## src/rtl/multicycle_datapath_pkg.sv

```systemverilog
// Shared types for the multicycle datapath: FSM states, ALU op codes, latched control word.
// Optional performance counters are enabled in the top level by defining MCDP_PERF_CNT_EN.
package mcdp_pkg;

  localparam int INSTR_W = 16;
  localparam int PC_W    = 16;

  typedef enum logic [2:0] {
    FETCH  = 3'd0,
    DECODE = 3'd1,
    EXEC   = 3'd2,
    MEM    = 3'd3,
    WB     = 3'd4
  } state_t;

  typedef enum logic [2:0] {
    ALU_ADD = 3'b000,
    ALU_SUB = 3'b001,
    ALU_NOT = 3'b010,
    ALU_SLL = 3'b011,
    ALU_SRL = 3'b100,
    ALU_AND = 3'b101,
    ALU_OR  = 3'b110,
    ALU_SLT = 3'b111
  } alu_op_t;

  // Control strobes captured once in DECODE and held for the rest of the instruction
  typedef struct packed {
    logic    jump;
    logic    beq;
    logic    bne;
    logic    mem_read;
    logic    mem_write;
    logic    alu_src;
    logic    reg_dst;
    logic    mem_to_reg;
    logic    reg_write;
    alu_op_t alu_cnt;
  } ctrl_t;

endpackage

```

## src/rtl/multicycle_datapath_alu.sv

```systemverilog
// Combinational ALU for the multicycle datapath; result truncates to DATA_W.
module mcdp_alu
  import mcdp_pkg::*;
#(
  parameter int DATA_W = 16
) (
  input  alu_op_t           i_op,
  input  logic [DATA_W-1:0] i_a,
  input  logic [DATA_W-1:0] i_b,
  output logic [DATA_W-1:0] o_result,
  output logic              o_zero
);

  localparam int SH_W = $clog2(DATA_W);

  always_comb begin
    o_result = '0;
    case (i_op)
      ALU_ADD: o_result = i_a + i_b;
      ALU_SUB: o_result = i_a - i_b;
      ALU_NOT: o_result = ~i_a;
      ALU_SLL: o_result = i_a << i_b[SH_W-1:0];
      ALU_SRL: o_result = i_a >> i_b[SH_W-1:0];
      ALU_AND: o_result = i_a & i_b;
      ALU_OR:  o_result = i_a | i_b;
      ALU_SLT: o_result = {{(DATA_W-1){1'b0}}, ($signed(i_a) < $signed(i_b))};
      default: o_result = '0;
    endcase
  end

  assign o_zero = (o_result == '0);

endmodule

```

## src/rtl/multicycle_datapath.sv

```systemverilog
// Multicycle RISC datapath: FETCH/DECODE/EXEC/MEM/WB with req/ack memory ports.
// Define MCDP_PERF_CNT_EN to add the cycle_cnt / instr_cnt performance counters.
module multicycle_datapath
  import mcdp_pkg::*;
#(
  parameter int               DATA_W   = 16,
  parameter int               NREGS    = 8,
  parameter logic [PC_W-1:0]  PC_RESET = 16'h0000
) (
  input  logic               clk,
  input  logic               rst,
  output logic               imem_req,
  output logic [PC_W-1:0]    imem_addr,
  input  logic               imem_ack,
  input  logic [INSTR_W-1:0] imem_rdata,
  output logic               dmem_req,
  output logic               dmem_we,
  output logic [15:0]        dmem_addr,
  output logic [DATA_W-1:0]  dmem_wdata,
  input  logic [DATA_W-1:0]  dmem_rdata,
  input  logic               dmem_ack,
  output logic [3:0]         opcode,
  input  logic               jump,
  input  logic               beq,
  input  logic               bne,
  input  logic               mem_read,
  input  logic               mem_write,
  input  logic               alu_src,
  input  logic               reg_dst,
  input  logic               mem_to_reg,
  input  logic               reg_write,
  input  logic [2:0]         alu_cnt,
  output logic [PC_W-1:0]    pc,
  output logic               retire
`ifdef MCDP_PERF_CNT_EN
  ,
  output logic [31:0]        cycle_cnt,
  output logic [31:0]        instr_cnt
`endif
);

  localparam int RA_W = (NREGS > 1) ? $clog2(NREGS) : 1;

  state_t              r_state;
  logic [PC_W-1:0]     r_pc;
  logic [INSTR_W-1:0]  r_ir;
  logic [DATA_W-1:0]   r_a, r_b, r_aluout, r_mdr;
  ctrl_t               r_ctrl;
  logic                r_imem_req, r_dmem_req, r_dmem_we;
  logic [DATA_W-1:0]   r_regs [NREGS];

  logic [DATA_W-1:0]   w_imm, w_alu_b, w_alu_res, w_wr_data;
  logic                w_zero, w_taken, w_retire;
  logic [PC_W-1:0]     w_pc2, w_flow_pc;
  logic [RA_W-1:0]     w_rs, w_rt, w_wr_addr;

  assign w_imm     = {{(DATA_W-6){r_ir[5]}}, r_ir[5:0]};
  assign w_alu_b   = r_ctrl.alu_src ? w_imm : r_b;
  assign w_rs      = r_ir[9 +: RA_W];
  assign w_rt      = r_ir[6 +: RA_W];
  assign w_wr_addr = r_ctrl.reg_dst ? r_ir[3 +: RA_W] : w_rt;
  assign w_wr_data = r_ctrl.mem_to_reg ? r_mdr : r_aluout;

  mcdp_alu #(.DATA_W(DATA_W)) u_alu (
    .i_op     (r_ctrl.alu_cnt),
    .i_a      (r_a),
    .i_b      (w_alu_b),
    .o_result (w_alu_res),
    .o_zero   (w_zero)
  );

  // Next PC for control-flow instructions: jump keeps the top three bits of pc+2
  assign w_pc2     = r_pc + 16'd2;
  assign w_taken   = (r_ctrl.beq & w_zero) | (r_ctrl.bne & ~w_zero);
  assign w_flow_pc = r_ctrl.jump ? {w_pc2[15:13], r_ir[11:0], 1'b0} :
                     w_taken     ? w_pc2 + {{9{r_ir[5]}}, r_ir[5:0], 1'b0} :
                                   w_pc2;

  assign w_retire = ~rst & ((r_state == WB) |
                            ((r_state == EXEC) & (r_ctrl.jump | r_ctrl.beq | r_ctrl.bne)) |
                            ((r_state == MEM) & r_dmem_req & dmem_ack & r_dmem_we));

  always_ff @(posedge clk) begin
    if (rst) begin
      r_state    <= FETCH;
      r_pc       <= PC_RESET;
      r_ir       <= '0;
      r_a        <= '0;
      r_b        <= '0;
      r_aluout   <= '0;
      r_mdr      <= '0;
      r_ctrl     <= '0;
      r_imem_req <= 1'b0;
      r_dmem_req <= 1'b0;
      r_dmem_we  <= 1'b0;
      for (int i = 0; i < NREGS; i++) r_regs[i] <= '0;
    end else begin
      case (r_state)
        FETCH: begin
          // The first FETCH after reset spends one cycle raising the request
          if (!r_imem_req) begin
            r_imem_req <= 1'b1;
          end else if (imem_ack) begin
            r_ir       <= imem_rdata;
            r_imem_req <= 1'b0;
            r_state    <= DECODE;
          end
        end
        DECODE: begin
          r_a     <= r_regs[w_rs];
          r_b     <= r_regs[w_rt];
          r_ctrl  <= {jump, beq, bne, mem_read, mem_write, alu_src,
                      reg_dst, mem_to_reg, reg_write, alu_cnt};
          r_state <= EXEC;
        end
        EXEC: begin
          r_aluout <= w_alu_res;
          if (r_ctrl.jump | r_ctrl.beq | r_ctrl.bne) begin
            r_pc       <= w_flow_pc;
            r_imem_req <= 1'b1;
            r_state    <= FETCH;
          end else begin
            r_pc <= w_pc2;
            if (r_ctrl.mem_read | r_ctrl.mem_write) begin
              r_dmem_req <= 1'b1;
              r_dmem_we  <= r_ctrl.mem_write;
              r_state    <= MEM;
            end else begin
              r_state <= WB;
            end
          end
        end
        MEM: begin
          if (r_dmem_req & dmem_ack) begin
            r_dmem_req <= 1'b0;
            r_dmem_we  <= 1'b0;
            if (r_dmem_we) begin
              r_imem_req <= 1'b1;
              r_state    <= FETCH;
            end else begin
              r_mdr   <= dmem_rdata;
              r_state <= WB;
            end
          end
        end
        WB: begin
          if (r_ctrl.reg_write) r_regs[w_wr_addr] <= w_wr_data;
          r_imem_req <= 1'b1;
          r_state    <= FETCH;
        end
        default: r_state <= FETCH;
      endcase
    end
  end

  assign imem_req   = r_imem_req;
  assign imem_addr  = r_pc;
  assign pc         = r_pc;
  assign dmem_req   = r_dmem_req;
  assign dmem_we    = r_dmem_we;
  assign dmem_addr  = r_aluout[15:0];
  assign dmem_wdata = r_b;
  assign opcode     = r_ir[15:12];
  assign retire     = w_retire;

`ifdef MCDP_PERF_CNT_EN
  logic [31:0] r_cycle_cnt, r_instr_cnt;

  always_ff @(posedge clk) begin
    if (rst) begin
      r_cycle_cnt <= '0;
      r_instr_cnt <= '0;
    end else begin
      r_cycle_cnt <= r_cycle_cnt + 32'd1;
      if (w_retire) r_instr_cnt <= r_instr_cnt + 32'd1;
    end
  end

  assign cycle_cnt = r_cycle_cnt;
  assign instr_cnt = r_instr_cnt;
`endif

endmodule

```

## config.mk

```make
export PLATFORM = sky130hd
export DESIGN_NAME = multicycle_datapath
export DESIGN_NICKNAME = d
export VERILOG_FILES = /design/src/rtl/multicycle_datapath_pkg.sv /design/src/rtl/multicycle_datapath_alu.sv /design/src/rtl/multicycle_datapath.sv
export SDC_FILE = /design/constraint.sdc
export NUM_CORES = 1
export LEC_CHECK = 0
export BUFFER_PORTS_ARGS = -buffer_cell sky130_fd_sc_hd__buf_4
export CAP_MARGIN = 20
export CORE_MARGIN = 8
export CORE_UTILIZATION = 35
export DETAILED_ROUTE_END_ITERATION = 10
export PLACE_DENSITY = 0.59
export REMOVE_ABC_BUFFERS = 1
export SKIP_CTS_REPAIR_TIMING = 1
export SYNTH_ARGS = -nofsm -noshare
export SYNTH_HDL_FRONTEND = slang
export SYNTH_SLANG_ARGS = --single-unit
```

## constraint.sdc

```tcl
create_clock -name clk -period 5.4 [get_ports clk]
set_clock_uncertainty 0.05 [all_clocks]
set_input_delay 1.08 -clock clk [delete_from_list [all_inputs] [get_ports clk]]
set_output_delay 1.08 -clock clk [all_outputs]
set_load 0.1 [all_outputs]
```

==> results of run 1 <==
-- tightest hold or removal path, stage by stage, from the launching register on --
cell,delay [ps]
sky130_fd_sc_hd__dfxtp_1,310
sky130_fd_sc_hd__nand2_1,50
sky130_fd_sc_hd__a21oi_1,60
-- kinds of logic (layout without fill, tap and decap cells) --
family / Yosys count / in the layout / synth area share, %
flops: 241 / 241 / 38.7
other cells: 1 / 2 / 0.0238
xor+xnor: 36 / 36 / 2.00
mux: 192 / 192 / 17.9
compound gates: 360 / 360 / 15.1
fa+ha+maj: 68 / 68 / 5.54
simple gates: 561 / 561 / 15.3
buf+inv: 196 / 317 / 5.33
-- cell type report --
class | count | area (sq um) | area share, %
clock buffer | 37 | 743 | 4.05
clock inverter | 10 | 78.8 | 0.430
inverter | 64 | 240 | 1.31
multi-input combinational | 1219 | 8880 | 48.4
sequential | 241 | 6110 | 33.3
tap | 592 | 741 | 4.04
timing repair buffer | 206 | 1550 | 8.45
-- worst min-delay path by stage --
| stage | to | cells after the start | slack, ps |
|---|---|---|---|
| 2_1_floorplan | r_ctrl[3] | 2 | 380 |
| 3_3_place_gp | r_ir[15] | 2 | 400 |
| 3_5_place_dp | r_ctrl[1] | 2 | 410 |
| 4_1_cts | r_ctrl[1] | 2 | 420 |
| 5_1_grt | r_ir[12] | 2 | 440 |
| 6_report | r_ctrl[1] | 2 | 420 |
-- flip-flops by register name, indices dropped and copies added, names as in the netlist, 12 cells and up --
name / cells
r_mdr: 16
r_ir: 16
dmem_addr: 16
r_ctrl: 12
r_regs: 128
r_a: 16
imem_addr: 15
dmem_wdata: 16
-- cells in the final DEF, fill, tap and decap left out, types with 13 or more instances in the layout --
cell type / count
sky130_fd_sc_hd__a21oi_1: 113
sky130_fd_sc_hd__dfxtp_1: 110
sky130_fd_sc_hd__nand2_1: 156
sky130_fd_sc_hd__inv_1: 63
sky130_fd_sc_hd__ha_1: 65
sky130_fd_sc_hd__clkbuf_16: 27
sky130_fd_sc_hd__nand3_1: 25
sky130_fd_sc_hd__o21ai_0: 45
sky130_fd_sc_hd__o22ai_1: 19
sky130_fd_sc_hd__nor3_1: 34
sky130_fd_sc_hd__mux4_2: 69
sky130_fd_sc_hd__mux2i_1: 114
sky130_fd_sc_hd__edfxtp_1: 128
sky130_fd_sc_hd__buf_4: 205
sky130_fd_sc_hd__o211ai_1: 13
sky130_fd_sc_hd__nand2b_1: 19
sky130_fd_sc_hd__xnor2_1: 25
sky130_fd_sc_hd__a211oi_1: 61
sky130_fd_sc_hd__nor2_1: 266
-- report_power, final --
part	total (mW)	switching (mW)	internal, mW
combinational	1.04	0.673	0.372
sequential	2.06	0.0739	1.99
clock	1.76	0.753	1.00
-- metrics by stage --
stage	worst slack [ps]	hold slack [ps]	utilization, %
6_report	201	416	41.4
5_1_grt	-23.5	440	41.4
4_1_cts	154	419	41.3
3_5_place_dp	167	411	39.4
3_3_place_gp	147	395	39.4
2_1_floorplan	-1850	381	-
-- layer usage --
| metal | global-route usage [%] | share of wire, % | vias up |
|---|---|---|---|
| met5 | 0 | 0.023 | - |
| met4 | 7.80 | 3.8 | 2 |
| met3 | 2.93 | 6.6 | 131 |
| met2 | 34.8 | 49 | 570 |
| met1 | 26.6 | 41 | 6847 |
| li1 | - | - | 6278 |
==> tab_implementation.tex, run 1 <==
\begin{tabular}{lr}
\hline
Metric & Value \\
\hline
\multicolumn{2}{l}{\textbf{STA}} \\
\quad Final hold violations & 0 \\
\quad Final number of max-transition violations & 0 \\
\quad Period utilisation layout & between 90 and 100\% \\
\quad Transition time at the pin with the least slew margin & 1090 ps \\
\quad Slew HR & 27.3\% \\
\quad Setup TNS after final layout & 0 ps \\
\quad Fmax & 192 MHz \\
\quad Final-report setup violation count & 0 \\
\quad Clock period minus worst slack & 5200 ps \\
\multicolumn{2}{l}{\textbf{Critical path}} \\
\quad Source of the critical timing path & r\_ctrl[6] \\
\quad Worst Path Required & a little under 6000 ps \\
\quad Cells along the critical path & mux2i\_4 -> inv\_1 -> ha\_1 -> inv\_1 -> fa\_1 -> nor2b\_1 -> o311ai\_0 -> buf\_4 -> a21oi\_1 -> o31ai\_2 -> xor2\_1 -> a211o\_1 -> or4\_1 -> or4\_4 -> nor3\_2 -> mux2i\_2 -> buf\_4 -> mux2i\_1 -> a31oi\_1 \\
\quad Data arrival time of the critical path & 5570 ps \\
\quad Type of element capturing the critical path & register \\
\quad Buffers plus inverters on the worst setup path & 4 \\
\quad Levels on crit path & 19 \\
\quad Start-to-end type of the worst setup path & register to register \\
\quad Critical path destination & imem\_addr[10] \\
\quad Critical Path Source Type & register \\
\quad Critical R2R Capture & imem\_addr[10] \\
\quad Delay of the slowest cell on the worst path & 580 ps \\
\quad Cell family with most CP delay & simple AND/OR/NAND/NOR gates \\
\quad Beginning of the worst register-to-register path & r\_ctrl[6] \\
\quad Number of cells on the worst reg-to-reg path & 19 \\
\quad Setup slack on the worst flop-to-flop path & 200 ps \\
\quad Cell at the slowest stage of the critical path & sky130\_fd\_sc\_hd\_\_or4\_4 \\
\quad Maximum fanout count along the critical path & 6 \\
\multicolumn{2}{l}{\textbf{Floorplan}} \\
\quad Initial Util & 35.6\% \\
\quad Number of standard-cell rows in the floorplan & 77 \\
\quad Die Span Y & 228 microns \\
\quad IO Pins & 120 \\
\quad Die area & 52,100 sq um \\
\quad Core Box Area & 44,300 sq um \\
\quad Width of the chip & about 230 microns \\
\multicolumn{2}{l}{\textbf{Clock network}} \\
\quad CTS tree & done \\
\quad Clock transition at path regs & around 60 ps \\
\quad Clock Root Buffer & sky130\_fd\_sc\_hd\_\_clkbuf\_16 \\
\quad Clk\_lat worst skew & between 500 and 600 ps \\
\quad H-Tree Depth & 1 \\
\quad Clock buffer depth & 3 \\
\quad Clock Sinks & roughly 240 \\
\quad Number of clock buffers inserted by TritonCTS & 26 \\
\multicolumn{2}{l}{\textbf{Routing}} \\
\quad Routed wire length & 56,400 microns \\
\quad DR DRC count & 0 \\
\quad Wire per inst & approximately 24 microns \\
\quad Via density per instance & between 5 and 6 \\
\quad Vias & roughly 14,000 \\
\quad Count of antenna-violating nets left after detailed routing & 0 \\
\quad Initial DRC Count & 1,133 \\
\quad First-pass iteration count of the detailed router & 5 \\
\multicolumn{2}{l}{\textbf{Yosys}} \\
\quad Proportion of register bits with asynchronous set or reset after synthesis & 0\% \\
\quad Count leader, synth & sky130\_fd\_sc\_hd\_\_nor2\_1 \\
\quad Portion of the post-synthesis area used by sequential elements & 38.7\% \\
\quad Cell type with the highest aggregate area in the netlist & sky130\_fd\_sc\_hd\_\_edfxtp\_1 \\
\quad Mapped Cells & 1,655 \\
\quad Most frequently used flop master after synthesis & sky130\_fd\_sc\_hd\_\_edfxtp\_1 \\
\quad Leading post-synthesis cells by cell area & sky130\_fd\_sc\_hd\_\_edfxtp\_1 (24\%), sky130\_fd\_sc\_hd\_\_dfxtp\_1 (14\%), sky130\_fd\_sc\_hd\_\_mux4\_2 (9.9\%), sky130\_fd\_sc\_hd\_\_mux2i\_1 (7.3\%), sky130\_fd\_sc\_hd\_\_nor2\_1 (6.4\%) \\
\quad Leading cell types by count after synthesis & sky130\_fd\_sc\_hd\_\_nor2\_1 (267), sky130\_fd\_sc\_hd\_\_nand2\_1 (156), sky130\_fd\_sc\_hd\_\_edfxtp\_1 (128) \\
\quad Synth cell types & 72 \\
\quad Area share of the largest cell type after synthesis & 24.4\% \\
\quad Post-synth EDFFs & 128 \\
\quad Summed instance area of the synthesized netlist & 15,800 sq um \\
\quad Yosys synthesis warning count & 0 \\
\quad Synthesized area per cell & 9.53 sq um \\
\quad Number of register bits inferred by synthesis & 241 \\
\multicolumn{2}{l}{\textbf{Pwr}} \\
\quad Final Power & 4.87 mW \\
\quad Cell area power density & 265 nW/um\^{}2 \\
\quad Leakage component of the power & 6.73 nW \\
\quad Largest vdd supply drop & 0.211 mV \\
\multicolumn{2}{l}{\textbf{Finish}} \\
\quad NumNets Final & about 1,900 \\
\quad Syn-to-layout area delta & 16.3\% \\
\quad Ratio of cells with drive above 1 in the final layout & around a fifth \\
\quad Final std cell area, no fill & $\sim$18,000 sq um \\
\quad Fill cell instance count of the final layout & 4,374 \\
\quad Final cell count without fillers & approximately 2,400 \\
\quad Antenna diode count & 0 \\
\multicolumn{2}{l}{\textbf{Status}} \\
\quad Result of the run & completed \\
\multicolumn{2}{l}{\textbf{Flow run}} \\
\quad Max cap viols & 0 \\
\multicolumn{2}{l}{\textbf{Place}} \\
\quad Number of buffer cells added on primary ports & $\sim$120 \\
\quad Final weighted congestion in routability-driven placement & between 0.9 and 1 \\
\quad Placed Cells incl. Taps & 2,320 \\
\quad Area after DPL & approximately 17,000 sq um \\
\quad HPWL after DPL & 40,200 microns \\
\multicolumn{2}{l}{\textbf{Global route}} \\
\quad Via count of the first global-routing pass & 13,413 \\
\quad Initial antenna violation count & 1 \\
\quad Remaining global-route overflow & 0 \\
\quad Maximum number of pins on one net before global-route repair & 68 \\
\quad Wire length of the first global-routing pass & 84,600 microns \\
\quad GRT Util Overall & 20.6\% \\
\multicolumn{2}{l}{\textbf{Worst hold path}} \\
\quad Worst hold path type & register to register \\
\quad Min-delay src & r\_ctrl[1] \\
\hline
\end{tabular}
Note: power is estimated with default switching activity, not from simulation.
==> run 2: changes to the inputs <==
--- a/config.mk
+++ b/config.mk
@@ -7,10 +7,12 @@
 export LEC_CHECK = 0
 export BUFFER_PORTS_ARGS = -buffer_cell sky130_fd_sc_hd__buf_4
 export CAP_MARGIN = 20
+export CELL_PAD_IN_SITES_DETAIL_PLACEMENT = 1
+export CELL_PAD_IN_SITES_GLOBAL_PLACEMENT = 1
 export CORE_MARGIN = 8
 export CORE_UTILIZATION = 35
 export DETAILED_ROUTE_END_ITERATION = 10
-export PLACE_DENSITY = 0.59
+export PLACE_DENSITY = 0.71
 export REMOVE_ABC_BUFFERS = 1
 export SKIP_CTS_REPAIR_TIMING = 1
 export SYNTH_ARGS = -nofsm -noshare
==> constraint.sdc (replaced) <==
create_clock -name clk -period 4.25 [get_ports clk]
set_clock_uncertainty 0.05 [all_clocks]
set_input_delay 0.85 -clock clk [delete_from_list [all_inputs] [get_ports clk]]
set_output_delay 0.85 -clock clk [all_outputs]
set_load 0.1 [all_outputs]
==> run 2 against run 1 <==
- the flow now finishes with violations (negative setup slack)
- via count increased by 5.5%
- clock power increased by 34%
- global-route usage increased by 1.4 points
- routed wire length increased by 8.1%
- final area increased by 9.0%
- critical path depth decreased by 5
- clock-buffer cell count decreased by 8
- utilization increased by 3.7 points
- maximum frequency increased by 9.0%
- die area unchanged
- combinational power increased by 56%
- worst setup slack got worse by 720 ps
- critical path type unchanged
- critical endpoint unchanged
- highest routed layer is now met4
==> tab_implementation.tex, run 2 (synthesis results as in run 1) <==
\begin{tabular}{lr}
\hline
Metric & Value \\
\hline
\multicolumn{2}{l}{\textbf{Critical path}} \\
\quad Cell family with most CP delay & simple AND/OR/NAND/NOR gates (unchanged) \\
\quad Critical Path Source Type & register (unchanged) \\
\quad Start-to-end type of the worst setup path & register to register (unchanged) \\
\quad Cell at the slowest stage of the critical path & sky130\_fd\_sc\_hd\_\_or4\_4 (unchanged) \\
\quad Cells along the critical path & mux2i\_4 -> buf\_8 -> mux2i\_2 -> nor3\_1 -> or4\_4 -> nor3b\_4 -> nand4b\_1 -> or4\_1 -> or4\_4 -> nor3\_4 -> mux2i\_4 -> clkbuf\_16 -> mux2i\_2 -> a31oi\_1 (was mux2i\_4 -> inv\_1 -> ha\_1 -> inv\_1 -> fa\_1 -> nor2b\_1 -> o311ai\_0 -> buf\_4 -> a21oi\_1 -> o31ai\_2 -> xor2\_1 -> a211o\_1 -> or4\_1 -> or4\_4 -> nor3\_2 -> mux2i\_2 -> buf\_4 -> mux2i\_1 -> a31oi\_1) \\
\quad Buffers plus inverters on the worst setup path & 2 (was 4) \\
\quad Data arrival time of the critical path & 5160 ps (was 5570 ps) \\
\quad Type of element capturing the critical path & register (unchanged) \\
\quad Worst Path Required & 4640 ps (was 5770 ps) \\
\quad Maximum fanout count along the critical path & 40 (was 6) \\
\quad Delay of the slowest cell on the worst path & 580 ps (about the same) \\
\multicolumn{2}{l}{\textbf{Pwr}} \\
\quad Final Power & 6.59 mW (was 4.87 mW) \\
\quad Largest vdd supply drop & 0.274 mV (was 0.211 mV) \\
\quad Leakage component of the power & 7.68 nW (was 6.73 nW) \\
\quad Cell area power density & 330 nW/um\^{}2 (was 265 nW/um\^{}2) \\
\multicolumn{2}{l}{\textbf{Floorplan}} \\
\quad IO Pins & 120 (unchanged) \\
\quad Number of standard-cell rows in the floorplan & 77 (unchanged) \\
\quad Width of the chip & 228 microns (unchanged) \\
\quad Die area & 52,100 sq um (unchanged) \\
\quad Die Span Y & 228 microns (unchanged) \\
\quad Initial Util & 35.6\% (unchanged) \\
\quad Core Box Area & 44,300 sq um (unchanged) \\
\multicolumn{2}{l}{\textbf{Routing}} \\
\quad Wire per inst & 24.0 microns (was 23.8 microns) \\
\quad Initial DRC Count & 1,217 (was 1,133) \\
\quad Routed wire length & 60,900 microns (was 56,400 microns) \\
\quad DR DRC count & 0 (unchanged) \\
\quad Via density per instance & 5.75 (was 5.84) \\
\quad Count of antenna-violating nets left after detailed routing & 0 (unchanged) \\
\quad Vias & 14,591 (was 13,828) \\
\quad First-pass iteration count of the detailed router & 5 (unchanged) \\
\multicolumn{2}{l}{\textbf{Status}} \\
\quad Result of the run & finished, violations left (was completed) \\
\quad Violations in the final reports & negative setup slack \\
\multicolumn{2}{l}{\textbf{Finish}} \\
\quad NumNets Final & 2,041 (was 1,874) \\
\quad Area taken by flip-flops and latches & 6110 sq um (about the same) \\
\quad Final std cell area, no fill & 20,000 sq um (was 18,300 sq um) \\
\quad Ratio of cells with drive above 1 in the final layout & 28.9\% (was 19.5\%) \\
\quad Leading cell type in the layout, fill and taps excluded & sky130\_fd\_sc\_hd\_\_buf\_4 (was sky130\_fd\_sc\_hd\_\_nor2\_1) \\
\quad Leading cell types in the layout, fill and taps excluded & sky130\_fd\_sc\_hd\_\_buf\_4 (367), sky130\_fd\_sc\_hd\_\_nor2\_1 (263), sky130\_fd\_sc\_hd\_\_nand2\_1 (156) (was sky130\_fd\_sc\_hd\_\_nor2\_1 (266), sky130\_fd\_sc\_hd\_\_buf\_4 (205), sky130\_fd\_sc\_hd\_\_nand2\_1 (156)) \\
\quad Largest register by flop count & r\_regs (unchanged) \\
\quad Area occupied by multi-input gates & 9160 sq um (was 8880 sq um) \\
\quad Fill cell instance count of the final layout & 5,049 (was 4,374) \\
\quad Antenna diode count & 0 (unchanged) \\
\quad Syn-to-layout area delta & 26.8\% (was 16.3\%) \\
\quad Number of flip-flops in the largest register & 128 (unchanged) \\
\quad Final cell utilization of the core & 45.1\% (was 41.4\%) \\
\multicolumn{2}{l}{\textbf{Place}} \\
\quad Worst setup slack after placement & -1040 ps (was 167 ps) \\
\quad Number of buffer cells added on primary ports & 117 (unchanged) \\
\quad Area after DPL & 18,700 sq um (was 17,500 sq um) \\
\quad HPWL after DPL & 45,200 microns (was 40,200 microns) \\
\quad Final weighted congestion in routability-driven placement & 0.921 (was 0.964) \\
\multicolumn{2}{l}{\textbf{Global route}} \\
\quad Via count of the first global-routing pass & 15,173 (was 13,413) \\
\quad Maximum number of pins on one net before global-route repair & 54 (was 68) \\
\quad Initial antenna violation count & 0 (was 1) \\
\quad Remaining global-route overflow & 0 (unchanged) \\
\quad Wire length of the first global-routing pass & 91,600 microns (was 84,600 microns) \\
\quad GRT Util Overall & 22.1\% (was 20.6\%) \\
\multicolumn{2}{l}{\textbf{Clock network}} \\
\quad Clk\_lat worst skew & 560 ps (was 550 ps) \\
\quad CTS tree & done (unchanged) \\
\quad H-Tree Depth & 1 (unchanged) \\
\quad Clock buffer depth & 3 (unchanged) \\
\quad Number of clock buffers inserted by TritonCTS & 26 (unchanged) \\
\quad Clock transition at path regs & 70 ps (was 60 ps) \\
\quad Clock Sinks & 241 (unchanged) \\
\quad Clock Root Buffer & sky130\_fd\_sc\_hd\_\_clkbuf\_16 (unchanged) \\
\multicolumn{2}{l}{\textbf{Worst hold path}} \\
\quad Worst hold path type & register to register (unchanged) \\
\multicolumn{2}{l}{\textbf{STA}} \\
\quad Final-report setup violation count & 15 (was 0) \\
\quad Worst hold slack after final layout & 414 ps (was 416 ps) \\
\quad Final hold violations & 0 (unchanged) \\
\quad Worst-case setup margin in the final layout & -519 ps (was 201 ps) \\
\quad Fmax & 210 MHz (was 192 MHz) \\
\quad Clock period minus worst slack & 4770 ps (was 5200 ps) \\
\quad RSZ-0062 raised after global routing & yes \\
\quad Final number of max-transition violations & 0 (unchanged) \\
\quad Transition time at the pin with the least slew margin & 988 ps (was 1090 ps) \\
\quad Slew HR & 32.3\% (was 27.3\%) \\
\quad Period utilisation layout & 112\% (was 96.3\%) \\
\multicolumn{2}{l}{\textbf{Flow run}} \\
\quad Max cap viols & 0 (unchanged) \\
\hline
\end{tabular}
## run 2: cell count changes in the layout (fill, tap and decap cells not counted), moves of 4 or more
cell                       before  now
sky130_fd_sc_hd__a21oi_2        0    5
sky130_fd_sc_hd__a211oi_2       2    7
sky130_fd_sc_hd__o21ai_0       45   41
sky130_fd_sc_hd__a21oi_1      113  107
sky130_fd_sc_hd__buf_4        205  367
sky130_fd_sc_hd__a211oi_1      61   55
sky130_fd_sc_hd__clkbuf_1       7    1
## run 2: metal layers
| layer | wire [microns] | up-vias | track usage (%) | share of wire [%] |
|---|---|---|---|---|
| met2 | 30700 | 471 | 38.7 | 50 |
| met3 | 2990 | 118 | 2.23 | 4.9 |
| li1 | - | 6600 | - | - |
| met5 | 0 | - | 0 | 0 |
| met1 | 25500 | 7402 | 28.2 | 42 |
| met4 | 1760 | 0 | 7.28 | 2.9 |
## run 2: final timing paths
path,to,from,cells past startpoint,slack (ps)
setup reg to reg,imem_addr[10],r_ctrl[6],14,-520
hold / removal,r_ir[15],r_ir[15],2,410
hold reg to reg,r_ir[15],r_ir[15],2,410
setup / recovery,imem_addr[10],r_ctrl[6],14,-520
## run 2: per-stage QoR
step	TNS [ps]	cells
final	-7260	2537
after CTS	-15550	2527
after detailed placement	-15010	2479
after global routing	-9380	2537
after global placement	-14270	2479
after floorplan	-48930	1524
## run 2: final cells by class
class | instances | share of cell area, %
Clock inverter | 19 | 0.995
Timing Repair Buffer | 373 | 14.3
Tap cell | 592 | 3.70
Clock buffer | 29 | 3.41
Inverter | 64 | 1.21
Sequential cell | 241 | 30.6
Multi-Input combinational cell | 1219 | 45.8
## run 2: worst register-to-register path: stages, from the launching register on
cell and delay, ps:
sky130_fd_sc_hd__dfxtp_4 380, sky130_fd_sc_hd__mux2i_4 260, sky130_fd_sc_hd__buf_8 340, sky130_fd_sc_hd__mux2i_2 380
sky130_fd_sc_hd__nor3_1 120, sky130_fd_sc_hd__or4_4 580, sky130_fd_sc_hd__nor3b_4 200, sky130_fd_sc_hd__nand4b_1 150
sky130_fd_sc_hd__or4_1 520, sky130_fd_sc_hd__or4_4 560, sky130_fd_sc_hd__nor3_4 200, sky130_fd_sc_hd__mux2i_4 380
sky130_fd_sc_hd__clkbuf_16 230, sky130_fd_sc_hd__mux2i_2 220, sky130_fd_sc_hd__a31oi_1 90
## run 2: power breakdown
group / leakage [nW] / switching (mW) / total, mW / internal (mW)
Sequential: 2.24 / 0.0883 / 2.62 / 2.53
Clock: 0.433 / 1.01 / 2.36 / 1.35
Combinational: 5.00 / 0.967 / 1.62 / 0.651
Total: 7.68 / 2.06 / 6.59 / 4.53
